[config.mk]
export PLATFORM = sky130hd
export DESIGN_NAME = move_scheduler
export DESIGN_NICKNAME = d
export VERILOG_FILES = /design/src/rtl/rbot_pkg.sv /design/src/rtl/settle_timer.sv /design/src/rtl/move_scheduler.sv
export SDC_FILE = /design/constraint.sdc
export NUM_CORES = 1
export LEC_CHECK = 0
export BUFFER_PORTS_ARGS = -buffer_cell sky130_fd_sc_hd__buf_2
export CORE_MARGIN = 1.5
export CORE_UTILIZATION = 65
export CTS_CLUSTER_SIZE = 14
export DETAILED_ROUTE_END_ITERATION = 7
export PLACE_DENSITY_LB_ADDON = 0.08
export SYNTH_ARGS = -nofsm -noshare
export SYNTH_HDL_FRONTEND = slang
export SYNTH_SLANG_ARGS = --single-unit
[constraint.sdc]
create_clock -name clock -period 7.91 [get_ports clock]
set_clock_uncertainty 0.15 [all_clocks]
set_input_delay 0.3955 -clock clock [delete_from_list [all_inputs] [get_ports clock]]
set_output_delay 0.3955 -clock clock [all_outputs]
set_load 0.01 [all_outputs]
[src/rtl/rbot_pkg.sv]
// Shared definitions for the cube-robot move datapath.
// Move codes 0..11 encode face (code >> 1) and direction (code[0], 1 = CCW).
// Codes 12..14 are illegal, 15 terminates a batch.
package rbot_pkg;

  localparam int MOVE_W = 4;
  localparam logic [MOVE_W-1:0] END_CODE = 4'hF;
  localparam int NUM_LEGAL_MOVES = 12;

  localparam logic [MOVE_W-1:0] MV_U_CW  = 4'd0;
  localparam logic [MOVE_W-1:0] MV_U_CCW = 4'd1;
  localparam logic [MOVE_W-1:0] MV_D_CW  = 4'd2;
  localparam logic [MOVE_W-1:0] MV_D_CCW = 4'd3;
  localparam logic [MOVE_W-1:0] MV_L_CW  = 4'd4;
  localparam logic [MOVE_W-1:0] MV_L_CCW = 4'd5;
  localparam logic [MOVE_W-1:0] MV_R_CW  = 4'd6;
  localparam logic [MOVE_W-1:0] MV_R_CCW = 4'd7;
  localparam logic [MOVE_W-1:0] MV_F_CW  = 4'd8;
  localparam logic [MOVE_W-1:0] MV_F_CCW = 4'd9;
  localparam logic [MOVE_W-1:0] MV_B_CW  = 4'd10;
  localparam logic [MOVE_W-1:0] MV_B_CCW = 4'd11;

  typedef enum logic [2:0] {
    ST_IDLE,
    ST_FETCH,
    ST_ISSUE,
    ST_WAIT_LO,
    ST_WAIT_HI,
    ST_SETTLE,
    ST_DONE
  } state_e;

  function automatic logic [2:0] move_face(input logic [MOVE_W-1:0] code);
    return code[3:1];
  endfunction

  function automatic logic move_ccw(input logic [MOVE_W-1:0] code);
    return code[0];
  endfunction

endpackage

[src/rtl/settle_timer.sv]
// Loadable down-counter: load captures load_val, then counts down to 0 and holds.
// Ports: clock, reset (async active-low), load, load_val, expired (count == 0).
// Loading N-1 makes expired rise after N clocks.
module settle_timer #(
  parameter int W = 32
) (
  input  logic         clock,
  input  logic         reset,
  input  logic         load,
  input  logic [W-1:0] load_val,
  output logic         expired
);

  logic [W-1:0] cnt_q, cnt_d;

  always_comb begin
    cnt_d = cnt_q;
    if (load)              cnt_d = load_val;
    else if (cnt_q != '0)  cnt_d = cnt_q - W'(1);
  end

  always_ff @(posedge clock or negedge reset) begin
    if (!reset) cnt_q <= '0;
    else        cnt_q <= cnt_d;
  end

  assign expired = (cnt_q == '0);

endmodule

[src/rtl/move_scheduler.sv]
// Issues a batch of face-turn codes one at a time to move_to_step, with a settle gap
// after each move. Ports: batch in (seq_valid/seq/seq_ready), abort, stepper handshake
// (next_move/move_start/move_done), status (busy/moves_left/seq_done/timeout_err).
// Optional watchdog on the stepper wait enabled by defining MOVE_TIMEOUT_EN.
module move_scheduler #(
  parameter int                         MAX_MOVES      = 50,
  parameter int                         MOVE_W         = rbot_pkg::MOVE_W,
  parameter int                         SETTLE_CYCLES  = 250000,
  parameter logic [MOVE_W-1:0]          END_CODE       = rbot_pkg::END_CODE,
  parameter int                         TIMEOUT_CYCLES = 50000000
) (
  input  logic                            clock,
  input  logic                            reset,
  input  logic                            seq_valid,
  input  logic [MAX_MOVES*MOVE_W-1:0]     seq,
  output logic                            seq_ready,
  input  logic                            abort,
  output logic [MOVE_W-1:0]               next_move,
  output logic                            move_start,
  input  logic                            move_done,
  output logic                            busy,
  output logic [$clog2(MAX_MOVES+1)-1:0]  moves_left,
  output logic                            seq_done,
  output logic                            timeout_err
);
  import rbot_pkg::*;

  localparam int CW = $clog2(MAX_MOVES+1);
  localparam int TW = 32;

  state_e                      state_q, state_d;
  logic [MAX_MOVES*MOVE_W-1:0] buf_q, buf_d;
  logic [CW-1:0]               idx_q, idx_d;
  logic [CW-1:0]               moves_left_q, moves_left_d;
  logic [MOVE_W-1:0]           next_move_q, next_move_d;
  logic                        abort_pend_q, abort_pend_d;
  logic                        seq_ready_q, seq_ready_d;
  logic                        busy_q, busy_d;
  logic                        move_start_q, move_start_d;
  logic                        seq_done_q, seq_done_d;
  logic                        settle_load, settle_expired;
  logic [CW-1:0]               batch_len;
  logic                        found_end;
  logic [MOVE_W-1:0]           cur_code;

  // Number of codes ahead of the first terminator; naturally capped at MAX_MOVES.
  always_comb begin
    batch_len = '0;
    found_end = 1'b0;
    for (int i = 0; i < MAX_MOVES; i++) begin
      if (!found_end) begin
        if (seq[i*MOVE_W +: MOVE_W] == END_CODE) found_end = 1'b1;
        else                                     batch_len = batch_len + CW'(1);
      end
    end
  end

  // Code at the current index; past the end of the buffer reads as a terminator.
  always_comb begin
    cur_code = END_CODE;
    for (int i = 0; i < MAX_MOVES; i++) begin
      if (idx_q == CW'(i)) cur_code = buf_q[i*MOVE_W +: MOVE_W];
    end
  end

  settle_timer #(.W(TW)) u_settle (
    .clock    (clock),
    .reset    (reset),
    .load     (settle_load),
    .load_val (TW'(SETTLE_CYCLES - 1)),
    .expired  (settle_expired)
  );

`ifdef MOVE_TIMEOUT_EN
  logic wd_load, wd_expired;
  logic timeout_err_q, timeout_err_d;

  settle_timer #(.W(TW)) u_watchdog (
    .clock    (clock),
    .reset    (reset),
    .load     (wd_load),
    .load_val (TW'(TIMEOUT_CYCLES - 1)),
    .expired  (wd_expired)
  );
`endif

  always_comb begin
    state_d      = state_q;
    buf_d        = buf_q;
    idx_d        = idx_q;
    moves_left_d = moves_left_q;
    next_move_d  = next_move_q;
    abort_pend_d = abort_pend_q;
    settle_load  = 1'b0;
`ifdef MOVE_TIMEOUT_EN
    wd_load       = 1'b0;
    timeout_err_d = timeout_err_q;
`endif
    case (state_q)
      ST_IDLE: begin
        abort_pend_d = 1'b0;
        if (seq_valid) begin
          buf_d        = seq;
          idx_d        = '0;
          moves_left_d = batch_len;
          state_d      = ST_FETCH;
`ifdef MOVE_TIMEOUT_EN
          timeout_err_d = 1'b0;
`endif
        end
      end
      ST_FETCH: begin
        if (abort) begin
          moves_left_d = '0;
          state_d      = ST_IDLE;
        end else if (idx_q == CW'(MAX_MOVES) || cur_code == END_CODE) begin
          state_d = ST_DONE;
        end else if (cur_code >= MOVE_W'(NUM_LEGAL_MOVES)) begin
          // Illegal code: drop it without touching the stepper.
          idx_d        = idx_q + CW'(1);
          moves_left_d = moves_left_q - CW'(1);
        end else begin
          next_move_d = cur_code;
          state_d     = ST_ISSUE;
        end
      end
      ST_ISSUE: begin
        // The start pulse goes out regardless of abort; the turn then runs to completion.
        if (abort) abort_pend_d = 1'b1;
        state_d = ST_WAIT_LO;
`ifdef MOVE_TIMEOUT_EN
        wd_load = 1'b1;
`endif
      end
      ST_WAIT_LO: begin
        if (abort) abort_pend_d = 1'b1;
        // A done level left over from the previous move must drop first.
        if (!move_done) state_d = ST_WAIT_HI;
      end
      ST_WAIT_HI: begin
        if (abort) abort_pend_d = 1'b1;
        if (move_done) begin
          if (abort_pend_q || abort) begin
            moves_left_d = '0;
            state_d      = ST_IDLE;
          end else begin
            moves_left_d = moves_left_q - CW'(1);
            idx_d        = idx_q + CW'(1);
            settle_load  = 1'b1;
            state_d      = ST_SETTLE;
          end
        end
      end
      ST_SETTLE: begin
        if (abort) begin
          moves_left_d = '0;
          state_d      = ST_IDLE;
        end else if (settle_expired) begin
          state_d = ST_FETCH;
        end
      end
      ST_DONE:  state_d = ST_IDLE;
      default:  state_d = ST_IDLE;
    endcase

`ifdef MOVE_TIMEOUT_EN
    // A completing handshake in the same cycle takes priority over the watchdog.
    if (wd_expired &&
        ((state_q == ST_WAIT_LO && move_done) || (state_q == ST_WAIT_HI && !move_done))) begin
      timeout_err_d = 1'b1;
      moves_left_d  = '0;
      state_d       = ST_IDLE;
    end
`endif

    seq_ready_d  = (state_d == ST_IDLE);
    busy_d       = (state_d != ST_IDLE);
    move_start_d = (state_q == ST_ISSUE);
    seq_done_d   = (state_q == ST_DONE);
  end

  always_ff @(posedge clock or negedge reset) begin
    if (!reset) begin
      state_q       <= ST_IDLE;
      buf_q         <= '0;
      idx_q         <= '0;
      moves_left_q  <= '0;
      next_move_q   <= '0;
      abort_pend_q  <= 1'b0;
      seq_ready_q   <= 1'b1;
      busy_q        <= 1'b0;
      move_start_q  <= 1'b0;
      seq_done_q    <= 1'b0;
`ifdef MOVE_TIMEOUT_EN
      timeout_err_q <= 1'b0;
`endif
    end else begin
      state_q       <= state_d;
      buf_q         <= buf_d;
      idx_q         <= idx_d;
      moves_left_q  <= moves_left_d;
      next_move_q   <= next_move_d;
      abort_pend_q  <= abort_pend_d;
      seq_ready_q   <= seq_ready_d;
      busy_q        <= busy_d;
      move_start_q  <= move_start_d;
      seq_done_q    <= seq_done_d;
`ifdef MOVE_TIMEOUT_EN
      timeout_err_q <= timeout_err_d;
`endif
    end
  end

  assign seq_ready  = seq_ready_q;
  assign next_move  = next_move_q;
  assign move_start = move_start_q;
  assign busy       = busy_q;
  assign moves_left = moves_left_q;
  assign seq_done   = seq_done_q;
`ifdef MOVE_TIMEOUT_EN
  assign timeout_err = timeout_err_q;
`else
  assign timeout_err = 1'b0;
`endif

endmodule

==> results.md, run 1 <==
* Synth Area per Inst at 7.55 um2
* WEP type: sequential cell input
* Stop err: [ERROR GRT-0232] Routing congestion too high. Check the congestion heatmap in the GUI.
* Total gr overflow at 69
* Port Buffers at between 200 and 250
* Largest net degree at the start of global routing at around 110
* Dominant synthesized flop cell: dfrtp_1
* Root Buffer: clkbuf_16
* Gpl congestion at 1.00
* Initial antenna violation count at 17
* Cells after synthesis at between 2000 and 3000
* Clock sink count at 256
* Worst endpoint after global-route timing repair: moves_left[5]$_DFFE_PN0P_/D
* Die Y at 176 um
* Post-synth top cells: nand2_1 (820), dfrtp_1 (255), nor2_1 (208), o21ai_0 (111), a21oi_1 (106)
* Sequential area share after synthesis at about a third
* Seq cells post-synth at ~260
* Rows at 63
* Syn_nets at ~2800
* CTS Buf Count at 26
* Top cells by area, synth: dfrtp_1 (33%), nand2_1 (16%), nor2_1 (4.0%)
* Netlist cell types at approximately 110
* Most frequent cell after synthesis: nand2_1
* DP HPWL at 54000 um
* Yosys top cell area share at roughly 33%
* Status: aborted with a tool error
* I/O pin cnt at between 200 and 250
* Post-synth ARST share at 100%
* GRT Util Overall at between 70% and 80%
* Syn. warnings at 0
* CTS H-tree depth at 1
* Chip width at around 180 um
* Failing step: global routing (5_1_grt)
* Yosys top cell by area: dfrtp_1
* Initial core utilization at roughly two thirds
* Post-synth EDFFs at 0
* Max Buffers Root-to-Sink at 3
* Mapped Area at ~20000 um2
==> per-layer routing <==
layer | GRT overflow | global-route usage (%)
met4 | 31 | 78.6
met1 | 0 | 79.4
met2 | 35 | 95.2
met3 | 1 | 64.8
met5 | 2 | 32.9
==> per-stage QoR <==
| step | TNS [ps] | instances | hold WS, ps | worst slack, ps | cell area, um2 |
|---|---|---|---|---|---|
| detailed placement | -100000 | 3630 | 308 | -20230 | 25000 |
| floorplan | -93050 | 2588 | -50.1 | -18930 | 19800 |
| global placement | -93450 | 3630 | 304 | -18930 | 25000 |
| CTS | -94540 | 3766 | 1.20 | -19130 | 27000 |
==> repair_timing <==
item | in CTS
endpoints found under the setup margin | 5
hold buffers | 49
setup buffers | 41
resized for setup | 54
gates cloned | 0
pin swaps | 85
endpoints found under the hold margin | 149
==> cells by family after synthesis <==
group | after synthesis | share of synthesized area, %
DFF | 256 | 32.8
xor gates and xnor gates | 132 | 7.70
buffers and inverters | 158 | 3.16
adders and majority gates | 55 | 3.50
and+or+nand+nor | 1460 | 33.6
AOI/OAI and AO/OA | 465 | 15.9
muxes | 61 | 3.36
other | 1 | 0.0192
==> run 2, diff against run 1 <==
- CORE_UTILIZATION: 65 -> 40
- CTS_CLUSTER_SIZE: 14 -> default
- PLACE_DENSITY_LB_ADDON: 0.08 -> 0.15
==> run 2 against run 1 <==
Compared with the run above:
- the flow now finishes, with violations (negative hold slack, negative setup slack)
- synthesized area stayed put
- synthesized cell count unchanged
==> results.md, run 2 <==
* Post-synth top cells: nand2_1 (820), dfrtp_1 (255), nor2_1 (208), o21ai_0 (111), a21oi_1 (106)
* Mapped Area at 19500 um2
* Total gr overflow at 0
* Detail Route Antenna Nets at 0
* Worst-path fanout max at 4
* Biggest register: buf_q
* Placed cells at approximately 3900
* Arrival time at the worst endpoint at around 27000 ps
* Reg2Reg Launch Point: idx_q[0]
* Pint at approximately 7 mW
* Gpl congestion at between 0.9 and 1
* Hold Path Stages at 4
* Yosys top cell by area: dfrtp_1
* Netlist cell types at between 100 and 150
* Initial core utilization at roughly 41%
* Final Non-Filler Cells at about 4100
* Final net count at 3680
* P per Cell Area at 445 nW/um2
* Clock power frac at roughly 11%
* Routed wl met2 at ~33000 um
* Aggregate routed wire length at 72700 um
* FMAX at approximately 37 MHz
* Maxcap violations at 0
* Post-synth EDFFs at 0
* Hold slack final at -10.6 ps
* Top cells by area, synth: dfrtp_1 (33%), nand2_1 (16%), nor2_1 (4.0%)
* Die Y at ~220 um
* Failing checks: negative hold slack, negative setup slack
* Area of the multi-input gates at ~13000 um2
* Initial antenna violation count at 5
* Switch share at between 40% and 50%
* Register area at about 6400 um2
* Most common cell after layout, fill and taps aside: nand2_1
* Worst Path Required at between 8000 and 9000 ps
* Final worst slack at -19210 ps
* Global-route wire length before repair at 114000 um
* Dominant synthesized flop cell: dfrtp_1
* Minimum clock period at between 20000 and 30000 ps
* Yosys top cell area share at 32.7%
* DRC viols at 0
* Cell with the most instances on the worst path: ha_1
* Wire per inst at 17.9 um
* Hold Crit Class: primary input to register
* Peak supply drop at about 0.00031 V
* Via Count at ~22000
* Final hold vios at 2
* Logic pwr share at a little over two thirds
* Largest net degree at the start of global routing at 122
* Synth Area per Inst at 7.55 um2
* Core Region at roughly 48000 um2
* Tightest Pin Transition at around 1200 ps
* Syn. warnings at 0
* CTS tree: done
* First drt pass iteration count at 6
* Total chip power at about 12 mW
* Via/cell ratio at between 5 and 6
* Status: complete, but fails checks
* Crit share post-route at 343%
* FILL cells at between 4000 and 5000
* CTS H-tree depth at 1
* Area grow syn2layout at 43.6%
* Most frequent cell after synthesis: nand2_1
* CTS Buf Count at 28
* GRT Util Overall at 28.3%
* Worst Reg-to-Reg Cells at 23
* Wl on met1 at around 33000 um
* Chip width at between 200 and 250 um
* Vias in the first global route at approximately 22000
* DRT iter0 DRCs at around 1700
* Port Buffers at roughly 220
* Most frequent cells in the layout: nand2_1 (805), buf_4 (623), dfrtp_1 (255)
* Part of the power in registers at between 10% and 20%
* Die area at 50200 um2
* I/O pin cnt at 220
* Cells after synthesis at 2588
* CTS clk-pin slew, worst paths at around 60 ps
* Kind of critical path: primary input to register
* Slowest-stage cell, CP: ha_1
* Post-synth ARST share at 100%
* Seq cells post-synth at approximately 260
* Worst setup EP type: register
* WL met3 at 4800 um
* Rows at 80
* Top Metal Used: met5
* Max incr delay on CP at 320 ps
* Max Buffers Root-to-Sink at 3
* DP HPWL at about 55000 um
* Clock sink count at between 200 and 300
* Max reg flops at 200
* Sequential area share after synthesis at about a third
* Critical Path Source: seq[6]
* Final setup vio count at 5
* Worst hold path startpoint: seq[7]
* Slew HR at approximately a fifth
* Pins Over Slew Limit at 0
* Syn_nets at 2846
* Root Buffer: clkbuf_16
* Layout cells sized above 1 at around 31%
* RSZ-0062 raised after global routing: true
* Psw at 5.29 mW
* Startpoint types: primary input
* LEAKAGE at between 10 and 15 nW
* Clk_lat worst skew at around 550 ps
* Biggest registers after layout: buf_q x200, u_settle.cnt_q x32
-- run 2: worst paths after layout --
check	slack, ps	endpoint
min reg2reg	330	buf_q[161]
max reg2reg	1170	moves_left[1]
min	-10	buf_q[7]
min in group asynchronous	410	buf_q[35]
max	-19210	moves_left[5]
max in group asynchronous	5720	buf_q[114]
-- run 2: power groups by stage --
stage	Combinational (mW)	Clock, mW	Sequential, mW
5_1_grt	9.53	1.47	2.39
6_report	8.76	1.40	2.32
2_1_floorplan	4.83	0	2.20
4_1_cts	8.34	1.42	2.32
3_5_place_dp	7.93	0	2.32
3_3_place_gp	7.77	0	2.32
-- run 2: per-layer routing --
layer	vias up	global-route usage (%)
met1	10701	39.9
met3	123	3.17
met4	4	8.02
met2	752	45.8
li1	10778	-
met5	-	0
-- run 2: final cells by class --
cell class	count	area share, %
clock inverter	12	0.629
tap	615	2.74
antenna	4	0.0357
clock buffer	38	2.88
multi-input combinational	2174	47.0
inverter	55	0.754
sequential	256	22.8
timing repair buffer	907	23.1
-- run 2: stage by stage --
stage               worst slack (ps)  area, um2  utilization (%)  TNS (ps)
floorplan                     -18930      19800                -    -93050
global placement              -18970      25400             53.0    -93650
detailed placement            -19790      25400             53.0    -97660
CTS                           -18780      27600             57.6    -92880
global route                  -20590      28000             58.5   -101980
finish                        -19210      28000             58.5    -95120
-- run 2: cell families after synthesis --
group | after synthesis | synth area share [%]
compound gates | 465 | 15.9
xor+xnor | 132 | 7.70
fa+ha+maj | 55 | 3.50
buf+inv | 158 | 3.16
flops | 256 | 32.8
mux | 61 | 3.36
other cells | 1 | 0.0192
simple gates | 1460 | 33.6
-- run 2: critical path, delay by kind of cell --
family                     cells  cell delay, ps
AOI/OAI and AO/OA             40            5600
xor gates and xnor gates       3             560
muxes                         25            4720
and+or+nand+nor               40            3320
buffers and inverters          9             670
adders and majority gates     46           12070
-- run 2: what timing repair did --
| action | CTS | global route |
|---|---|---|
| setup buffers | 57 | 20 |
| hold buffers | 62 | 0 |
| endpoints found under the hold margin | 180 | 0 |
| pin swaps | 67 | 108 |
| endpoints found under the setup margin | 5 | 5 |
| gates resized for setup | 28 | 59 |
No activity file was read; power rests on OpenSTA's default activity.
